`config.mk`:
```
export PLATFORM = sky130hd
export DESIGN_NAME = bias_ram_arb
export DESIGN_NICKNAME = d
export VERILOG_FILES = /design/src/rtl/bias_ram_arb_pkg.sv /design/src/rtl/bias_wbuf.sv /design/src/rtl/bias_ram_arb.sv
export SDC_FILE = /design/constraint.sdc
export NUM_CORES = 1
export LEC_CHECK = 0
export ABC_AREA = 1
export ABC_CLOCK_PERIOD_IN_PS = 3800
export CAP_MARGIN = 20
export CORE_AREA = 2 2 238 264
export CTS_CLUSTER_DIAMETER = 150
export DETAILED_ROUTE_END_ITERATION = 10
export DIE_AREA = 0 0 240 266
export SETUP_SLACK_MARGIN = 0.5
export SYNTH_ARGS = -nofsm -noshare
export SYNTH_HDL_FRONTEND = slang
export SYNTH_SLANG_ARGS = --single-unit
```
`constraint.sdc`:
```
create_clock -name i_clk -period 3.8 [get_ports i_clk]
set_input_delay 0.38 -clock i_clk [delete_from_list [all_inputs] [get_ports i_clk]]
set_output_delay 0.38 -clock i_clk [all_outputs]
set_load 0.05 [all_outputs]
```
`src/rtl/bias_ram_arb_pkg.sv`:
```
// Shared constants and types for the bias RAM arbiter slice.
// Holds default bus widths, the RAM read latency, the wait-counter width,
// the arbitration op encoding and a saturating-increment helper.
package bias_ram_arb_pkg;

  localparam int BIAS_ADDR_W_DEF = 8;
  localparam int BIAS_DATA_W_DEF = 32;
  // Cycles from a RAM read being driven to i_ram_rdata being valid.
  localparam int BIAS_RAM_RD_LAT = 1;
  localparam int BIAS_WAIT_CNT_W = 16;

  typedef enum logic [1:0] {
    OP_IDLE  = 2'd0,
    OP_READ  = 2'd1,
    OP_WRITE = 2'd2
  } ram_op_t;

  function automatic logic [BIAS_WAIT_CNT_W-1:0] sat_inc(input logic [BIAS_WAIT_CNT_W-1:0] v);
    return (&v) ? v : v + 1'b1;
  endfunction

endpackage

```
`src/rtl/bias_wbuf.sv`:
```
// Write buffer for DMA bias writes with a youngest-match address lookup.
// Latency: push visible from the next cycle; lookup is combinational.
// Backpressure: o_full is registered; caller must not push when full or pop when empty.
// Ports: i_clk/i_rst, push (addr/data), pop, head addr/data, o_empty/o_full,
//        lookup address in, hit flag and data out.
module bias_wbuf #(
  parameter int ADDR_WIDTH = 8,
  parameter int DATA_WIDTH = 32,
  parameter int DEPTH      = 4
) (
  input  logic                  i_clk,
  input  logic                  i_rst,
  input  logic                  i_push,
  input  logic [ADDR_WIDTH-1:0] i_push_addr,
  input  logic [DATA_WIDTH-1:0] i_push_data,
  input  logic                  i_pop,
  output logic [ADDR_WIDTH-1:0] o_head_addr,
  output logic [DATA_WIDTH-1:0] o_head_data,
  output logic                  o_empty,
  output logic                  o_full,
  input  logic [ADDR_WIDTH-1:0] i_lk_addr,
  output logic                  o_lk_hit,
  output logic [DATA_WIDTH-1:0] o_lk_data
);

  localparam int PTR_W = $clog2(DEPTH);
  localparam int CNT_W = PTR_W + 1;

  logic [ADDR_WIDTH-1:0] addr_mem [DEPTH];
  logic [DATA_WIDTH-1:0] data_mem [DEPTH];
  logic [PTR_W-1:0]      wr_ptr, rd_ptr;
  logic [CNT_W-1:0]      count_q, count_nxt;

  assign count_nxt = count_q + CNT_W'(i_push) - CNT_W'(i_pop);

  always_ff @(posedge i_clk) begin
    if (i_rst) begin
      wr_ptr  <= '0;
      rd_ptr  <= '0;
      count_q <= '0;
      o_empty <= 1'b1;
      o_full  <= 1'b0;
    end else begin
      if (i_push) wr_ptr <= wr_ptr + 1'b1;
      if (i_pop)  rd_ptr <= rd_ptr + 1'b1;
      count_q <= count_nxt;
      // Flags come from the next count so they are plain flops, not decode.
      o_empty <= (count_nxt == '0);
      o_full  <= (count_nxt == CNT_W'(DEPTH));
    end
  end

  always_ff @(posedge i_clk) begin
    if (i_push) begin
      addr_mem[wr_ptr] <= i_push_addr;
      data_mem[wr_ptr] <= i_push_data;
    end
  end

  assign o_head_addr = addr_mem[rd_ptr];
  assign o_head_data = data_mem[rd_ptr];

  // Walk entries oldest to youngest so a later match overrides an earlier one.
  always_comb begin
    logic [PTR_W-1:0] idx;
    idx       = '0;
    o_lk_hit  = 1'b0;
    o_lk_data = '0;
    for (int k = 0; k < DEPTH; k++) begin
      idx = rd_ptr + PTR_W'(k);
      if ((CNT_W'(k) < count_q) && (addr_mem[idx] == i_lk_addr)) begin
        o_lk_hit  = 1'b1;
        o_lk_data = data_mem[idx];
      end
    end
  end

endmodule

```
`src/rtl/bias_ram_arb.sv`:
```
// Arbiter for the single-port bias RAM: compute reads win, DMA writes drain into idle cycles.
// Latency: RAM op registered one cycle after decision; read data returned exactly 2 cycles after request.
// Backpressure: reads never stall; DMA writes use o_wr_rdy (registered not-full of the write buffer).
// Ports: i_clk/i_rst, DMA write (vld/rdy/addr/data), compute read (en/addr) and return (vld/data),
//        RAM side (en/we/addr/wdata/rdata), wait statistic (clr/cnt), o_idle.
module bias_ram_arb
  import bias_ram_arb_pkg::*;
#(
  parameter int ADDR_WIDTH = BIAS_ADDR_W_DEF,
  parameter int DATA_WIDTH = BIAS_DATA_W_DEF,
  parameter int WBUF_DEPTH = 4
) (
  input  logic                       i_clk,
  input  logic                       i_rst,
  input  logic                       i_wr_vld,
  output logic                       o_wr_rdy,
  input  logic [ADDR_WIDTH-1:0]      i_wr_addr,
  input  logic [DATA_WIDTH-1:0]      i_wr_data,
  input  logic                       i_rd_en,
  input  logic [ADDR_WIDTH-1:0]      i_rd_addr,
  output logic                       o_rd_vld,
  output logic [DATA_WIDTH-1:0]      o_rd_data,
  output logic                       o_ram_en,
  output logic                       o_ram_we,
  output logic [ADDR_WIDTH-1:0]      o_ram_addr,
  output logic [DATA_WIDTH-1:0]      o_ram_wdata,
  input  logic [DATA_WIDTH-1:0]      i_ram_rdata,
  input  logic                       i_clr_stat,
  output logic [BIAS_WAIT_CNT_W-1:0] o_wait_cnt,
  output logic                       o_idle
);

  // One stage for the registered RAM command plus the RAM's own latency.
  localparam int RET_STAGES = 1 + BIAS_RAM_RD_LAT;

  logic                  buf_empty, buf_full;
  logic [ADDR_WIDTH-1:0] head_addr;
  logic [DATA_WIDTH-1:0] head_data;
  logic                  lk_hit;
  logic [DATA_WIDTH-1:0] lk_data;
  logic                  push, pop;
  ram_op_t               op;
  logic                  en_d1;
  logic [RET_STAGES-1:0] vld_sr, hit_sr;
  logic [DATA_WIDTH-1:0] fwd_sr [RET_STAGES];

  assign o_wr_rdy = ~buf_full;
  assign push     = i_wr_vld & o_wr_rdy;

  always_comb begin
    op = OP_IDLE;
    if (i_rd_en)         op = OP_READ;
    else if (!buf_empty) op = OP_WRITE;
  end

  assign pop = (op == OP_WRITE);

  // A write pushed this cycle is not yet in the lookup, so it stays ordered after a same-cycle read.
  bias_wbuf #(
    .ADDR_WIDTH (ADDR_WIDTH),
    .DATA_WIDTH (DATA_WIDTH),
    .DEPTH      (WBUF_DEPTH)
  ) u_wbuf (
    .i_clk       (i_clk),
    .i_rst       (i_rst),
    .i_push      (push),
    .i_push_addr (i_wr_addr),
    .i_push_data (i_wr_data),
    .i_pop       (pop),
    .o_head_addr (head_addr),
    .o_head_data (head_data),
    .o_empty     (buf_empty),
    .o_full      (buf_full),
    .i_lk_addr   (i_rd_addr),
    .o_lk_hit    (lk_hit),
    .o_lk_data   (lk_data)
  );

  always_ff @(posedge i_clk) begin
    if (i_rst) begin
      o_ram_en    <= 1'b0;
      o_ram_we    <= 1'b0;
      o_ram_addr  <= '0;
      o_ram_wdata <= '0;
      en_d1       <= 1'b0;
      o_wait_cnt  <= '0;
      vld_sr      <= '0;
      hit_sr      <= '0;
    end else begin
      o_ram_en <= (op != OP_IDLE);
      o_ram_we <= (op == OP_WRITE);
      // Address/data hold on idle cycles to avoid needless RAM pin toggling.
      case (op)
        OP_READ:  o_ram_addr <= i_rd_addr;
        OP_WRITE: begin
          o_ram_addr  <= head_addr;
          o_ram_wdata <= head_data;
        end
        default: ;
      endcase
      en_d1 <= o_ram_en;
      if (i_clr_stat)
        o_wait_cnt <= '0;
      else if (i_rd_en && !buf_empty)
        o_wait_cnt <= sat_inc(o_wait_cnt);
      vld_sr <= {vld_sr[RET_STAGES-2:0], i_rd_en};
      hit_sr <= {hit_sr[RET_STAGES-2:0], i_rd_en & lk_hit};
    end
  end

  always_ff @(posedge i_clk) begin
    fwd_sr[0] <= lk_data;
    for (int i = 1; i < RET_STAGES; i++) fwd_sr[i] <= fwd_sr[i-1];
  end

  assign o_rd_vld  = vld_sr[RET_STAGES-1];
  assign o_rd_data = !o_rd_vld              ? '0 :
                     hit_sr[RET_STAGES-1]   ? fwd_sr[RET_STAGES-1] : i_ram_rdata;
  assign o_idle    = buf_empty & ~o_ram_en & ~en_d1;

endmodule
```
# Word-level counts from Yosys, hierarchy flattened
# Memory sizes are Yosys's and may differ from the RTL's. A register that Yosys moved wholly into a read port is not among the register bits.
# Cells that the tools add are included.
# op_classes
addsub,7
eq_ne,7
muxes,19
n_lt_le_gt_ge,4
n_reduce_logical,12
bitwise_logic,8
# ops
operator,count
32-bit 2-to-1 mux,6
8-bit equality test,4
16-bit by 1-bit adder with 16-bit output (second input constant),1
8-bit case mux with 2 select lines,1
16-bit AND reduction,1
2-bit 2-to-1 mux,6
1-bit by 3-bit < comparator with 1-bit output (first input constant),2
2-bit by 3-bit < comparator with 1-bit output (first input constant),2
1-bit 2-to-1 mux,6
1-bit logical AND,5
2-bit by 1-bit adder with 2-bit output (second input constant),2
2-bit adder (second input constant),2
1-bit bitwise AND,4
1-bit inverter,4
2-bit nonzero test,2
3-bit by 1-bit adder with 3-bit output,1
3-bit equality test (second input constant),1
3-bit logical NOT,1
3-bit by 1-bit subtractor with 3-bit output,1
2-bit by 1-bit equality test with 1-bit output (second input constant),1
2-bit equality test (second input constant),1
2-bit AND reduction,1
2-bit OR reduction,1
1-bit logical NOT,1
# totals
input_bits,85
wordCells,73
register_bits,72
output_inout_bits,93
ramBits,224
n_memories,3
# memory_table
memory,depth,word_bits,rd,rd_ports_with_merged_regs,write_ports,line_no,rtl
u_wbuf.data_mem,4,32,4,1,1,bias_wbuf.sv:30,logic [DATA_WIDTH-1:0] data_mem [DEPTH];
fwd_sr,2,32,2,0,2,bias_ram_arb.sv:45,logic [DATA_WIDTH-1:0] fwd_sr [RET_STAGES];
u_wbuf.addr_mem,4,8,4,1,1,bias_wbuf.sv:29,logic [ADDR_WIDTH-1:0] addr_mem [DEPTH];

# Logic depth before layout (Yosys ltp)
# An unclocked memory read counts as a cell.
# logic_depth
depth_word,8
ltp_mapped,16
ltp_nobuf,13

# Modules after synthesis
# A second synthesis with hierarchy kept.
# hier_totals
cells_unflattened,2060
hier_area_um2,15553.7
# modules_own_cells
module,area_per_inst_um2,instances,seq_area_each_um2,cells_each
bias_wbuf,11204.5,1,5024.8,1521
bias_ram_arb,4349.2,1,2542.4,539

# Worst setup path before layout
# Ideal clock, no wire load.
# synth_path
path_type,flip-flop to flip-flop
startpoint,register u_wbuf.o_full
endpoint,"memory u_wbuf.addr_mem[0][0], enable pin"
stages_incl_launch_ff,4
setup_slack_ps,769
arrival_ps,2594
n_path_buf,0
setup_time_ps,438
required_time_ps,3362
synth_period_minus_slack_ps,3031
cell_sequence,dfxtp_1 -> inv_1 -> nand2_1 -> nor2_1
# synth_via
elab_chain_cells,4
# synth_rtl
item,line_no,rtl
start: declaration,bias_wbuf.sv:20,"output logic o_full,"
start signal: assignment,bias_wbuf.sv:49,o_full <= (count_nxt == CNT_W'(DEPTH));
1-bit inverter,bias_ram_arb.sv:47,assign o_wr_rdy = ~buf_full;
via o_wr_rdy,bias_ram_arb.sv:16,"output logic o_wr_rdy,"
1-bit bitwise AND,bias_ram_arb.sv:48,assign push = i_wr_vld & o_wr_rdy;
1-bit 2-to-1 mux,bias_wbuf.sv:54,if (i_push) begin
1-bit 2-to-1 mux (not written as such),bias_wbuf.sv:55,addr_mem[wr_ptr] <= i_push_addr;
end: declaration,bias_wbuf.sv:29,
# The timed path passes the listed nets, and every way through them passes these cells.

==> impl_metrics.py <==
metrics = {
    "critical_path": {
        "crit_path_end_kind": "flop",
        "arrival_ns": 3.49,
        "r2r-start": "u_wbuf.rd_ptr[0]$_SDFFE_PP0P_",
        "critPathTopFamily": "buffers and inverters",
        "reg2reg_slack_ns": 0.75,
        "worstPathCellList": "buf_4 > nor2_2 > buf_4 > a21oi_1 > nand3_1 > nand2_1 > nor2_1 > nand2_1 > nor2_2 > buf_4 > inv_2 > nand3_1 > a21oi_1",
        "crit_path_start": "u_wbuf.rd_ptr[0]$_SDFFE_PP0P_",
        "r2r_end": "fwd_sr[0][22]$_DFF_P_",
        "worstSetupPathType": "reg -> reg",
        "path_buf_inv": 4,
        "critical_path.endpoint": "fwd_sr[0][22]$_DFF_P_",
        "max_stage_delay_ns": 0.55,
        "cpMostUsedCell": "buf_4",
        "critPathLaunchType": "flop",
        "r2r_cells": 13,
        "cp_data_required_time_ns": 4.24,
        "path_depth": 13,
        "slowest_stage": "inv_2",
        "cp_max_fo": 34,
    },
    "cts": {
        "cts_made_buffers": 34,
        "clock-sinks": 298,
        "root_buffer": "clkbuf_16",
        "cts_buffer_depth": 3,
        "clk_pin_slew_worst_paths_ns": 0.07,
        "htreeDepth": 2,
        "cts_tree": "done",
        "clk_latency_ns": 0.53,
    },
    "sta": {
        "worstMarginPinSlew_ns": 0.854,
        "worst_slack_ns": 0.749,
        "clock_skew_ns": 0.0249,
        "hold_viol": 0,
        "finalCriticalPeriod_ns": 3.05,
        "setup-violations-final": 0,
        "grt_setup_unrepaired": "false",
        "fin_setup_tns_ns": 0,
        "timing.final.crit_share": 0.803,
        "fmax_mhz": 328,
        "slew_violations": 0,
        "maxSlewHeadroom": 0.430,
        "hold_slack_ns": 0.334,
    },
    "cells_and_area": {
        "layout-drive-gt1-share": 0.0740,
        "areaGrowthSynthToFinish_pct": 24.2,
        "final_common_cell": "nand2_1",
        "layout_common_cells": "405 x nand2_1, 266 x nor2_1, 252 x o21ai_0",
        "nets": 2124,
    },
    "power": {
        "power_leakage_nw": 7.40,
        "irDropWorstVdd_mv": 0.214,
        "pwr_density_cell_nw_per_um2": 576,
    },
    "floorplanning": {
        "die_y_um": 266,
        "ios": 178,
        "coreArea_um2": 61500,
        "rows": 96,
        "die_w_um": 240,
        "die_area_um2": 63800,
        "initial_core_util": 0.247,
    },
    "hold_path": {
        "hp-class": "reg -> reg",
    },
    "status": {
        "status": "finished clean",
    },
    "routing": {
        "wl_met3_mm": 3.88,
        "vias": 14100,
        "wl_met1_mm": 21.3,
        "routed_wl_mm": 52.7,
        "met2_length_mm": 25.3,
        "drcViolationCount": 0,
        "highest_layer": "met5",
        "vias_per_cell": 4.88,
        "wl_per_cell_um": 18.3,
        "dr.pass1.iters": 6,
        "drtIter0Drc": 1063,
        "ant_nets": 0,
    },
    "yosys": {
        "syn_nets": 1996,
        "syn_avg_cell_area_um2": 7.98,
        "synth-main-ff-cell": "edfxtp_1",
        "synthTopCellsByArea": "edfxtp_1 32%, dfxtp_1 18%, nand2_1 10%",
        "yosysTopAreaCell": "edfxtp_1",
        "synth-edff-count": 160,
        "synth_area_um2": 15200,
        "synth_cell_types": 38,
        "async_reset_ff_frac": 0,
        "syn_inst": 1901,
        "ys_ff_latch": 298,
        "ys_seq_area_frac": 0.499,
        "synth_top_cell_area_share": 0.317,
        "yosysWarnings": 0,
    },
    "global_route": {
        "grt_pass1_wl_mm": 78.8,
        "track_usage": 0.161,
        "overflow": 0,
        "grt_pass1_vias": 13600,
        "grt_start_max_net_pins": 81,
        "antenna_found_initial": 6,
    },
    "placed_design": {
        "hpwl_mm": 35.0,
        "gp_congestion": 0.888,
        "pre_cts_slack_ns": 0.653,
        "portBuffers": 177,
    },
    "flow_run": {
        "drv_cap": 0,
    },
}
-- repair_timing --
item | 4_1_cts | 5_1_grt
gates resized for setup | 0 | 3
hold buffers | 0 | 0
setup endpoints to repair | 0 | 24
setup buffers | 0 | 0
-- metrics by stage --
stage / cells / power (W) / utilization / cell area [um2]
after floorplan: 1901 / 0.00639 / - / 15200
after global placement: 2826 / 0.00749 / 0.288 / 17700
after detailed placement: 2826 / 0.00755 / 0.288 / 17700
after CTS: 2887 / 0.0109 / 0.306 / 18800
after global routing: 2888 / 0.0114 / 0.306 / 18800
final: 2888 / 0.0109 / 0.306 / 18800
-- report_power, final --
group	switching, W	leakage [nW]	internal, W
logic	0.00246	4.26	0.00104
clock network	0.00135	0.549	0.00198
registers	0.000229	2.59	0.00380
total	0.00404	7.40	0.00681
-- cells by family after synthesis --
logic type | Yosys count | synth area share
flip-flops | 298 | 0.499
AND/OR/NAND/NOR | 847 | 0.230
AO/OA/AOI/OAI | 451 | 0.163
XOR/XNOR | 8 | 0.00462
buffers and inverters | 247 | 0.0685
adder cells (fa/ha/maj) | 10 | 0.00874
multiplexers | 40 | 0.0264
-- per-layer routing --
metal / track usage / vias up
met5: 0 / -
met4: 0.0777 / 10
met3: 0.0294 / 131
met2: 0.277 / 599
met1: 0.193 / 6631
li1: - / 6729
-- cell type report --
cell class | instances | area (um2)
Timing Repair Buffer | 214 | 2000
Tap cell | 833 | 1040
Sequential cell | 298 | 7570
Clock inverter | 17 | 193
Antenna cell | 1 | 2.50
Multi-Input combinational cell | 1356 | 6620
Fill cell | 6545 | 42700
Inverter | 125 | 472
Clock buffer | 44 | 941
-- cell usage after synthesis (6+ instances only) --
library cell / n
nor2_1: 276
a21oi_1: 88
nand4_1: 39
buf_1: 7
xor2_1: 7
edfxtp_1: 160
inv_1: 118
mux2i_1: 40
dfxtp_1: 138
o211ai_1: 25
buf_6: 6
nor3_1: 8
o21ai_0: 252
o22ai_1: 32
buf_4: 8
buf_2: 28
a22oi_1: 40
nand2_1: 405
nand3_1: 107
clkbuf_1: 73
ha_1: 9
o21ai_1: 7
-- worst register-to-register path: stages (launching register included) --
cell and delay [ns]:
dfxtp_4 0.40, buf_4 0.41, nor2_2 0.08, buf_4 0.32, a21oi_1 0.32, nand3_1 0.12, nand2_1 0.07, nor2_1 0.04
nand2_1 0.06, nor2_2 0.04, buf_4 0.19, inv_2 0.56, nand3_1 0.16, a21oi_1 0.18
-- sequential cells by signal, summed over array words and instances, names as in the netlist, named ones only --
| name | count |
|---|---|
| u_wbuf.data_mem | 128 |
| fwd_sr | 64 |
| o_ram_wdata | 32 |
| u_wbuf.addr_mem | 32 |
| o_wait_cnt | 16 |
| o_ram_addr | 8 |
| u_wbuf.count_q | 3 |
| hit_sr | 2 |
| u_wbuf.rd_ptr | 2 |
| u_wbuf.wr_ptr | 2 |
| vld_sr | 2 |
| en_d1 | 1 |
| o_ram_en | 1 |
| o_ram_we | 1 |
| u_wbuf.o_empty | 1 |
| u_wbuf.o_full | 1 |
-- how the worst min path moves through the flow --
stage | startpoint | to | depth (start not counted)
2_1_floorplan | fwd_sr[0][0]$_DFF_P_ | fwd_sr[0][32]$_DFF_P_ | 0
3_3_place_gp | fwd_sr[0][27]$_DFF_P_ | fwd_sr[0][59]$_DFF_P_ | 0
3_5_place_dp | fwd_sr[0][27]$_DFF_P_ | fwd_sr[0][59]$_DFF_P_ | 0
4_1_cts | fwd_sr[0][30]$_DFF_P_ | fwd_sr[0][62]$_DFF_P_ | 0
5_1_grt | fwd_sr[0][27]$_DFF_P_ | fwd_sr[0][59]$_DFF_P_ | 0
6_report | fwd_sr[0][30]$_DFF_P_ | fwd_sr[0][62]$_DFF_P_ | 0
Power figures use the tool's default switching activity.
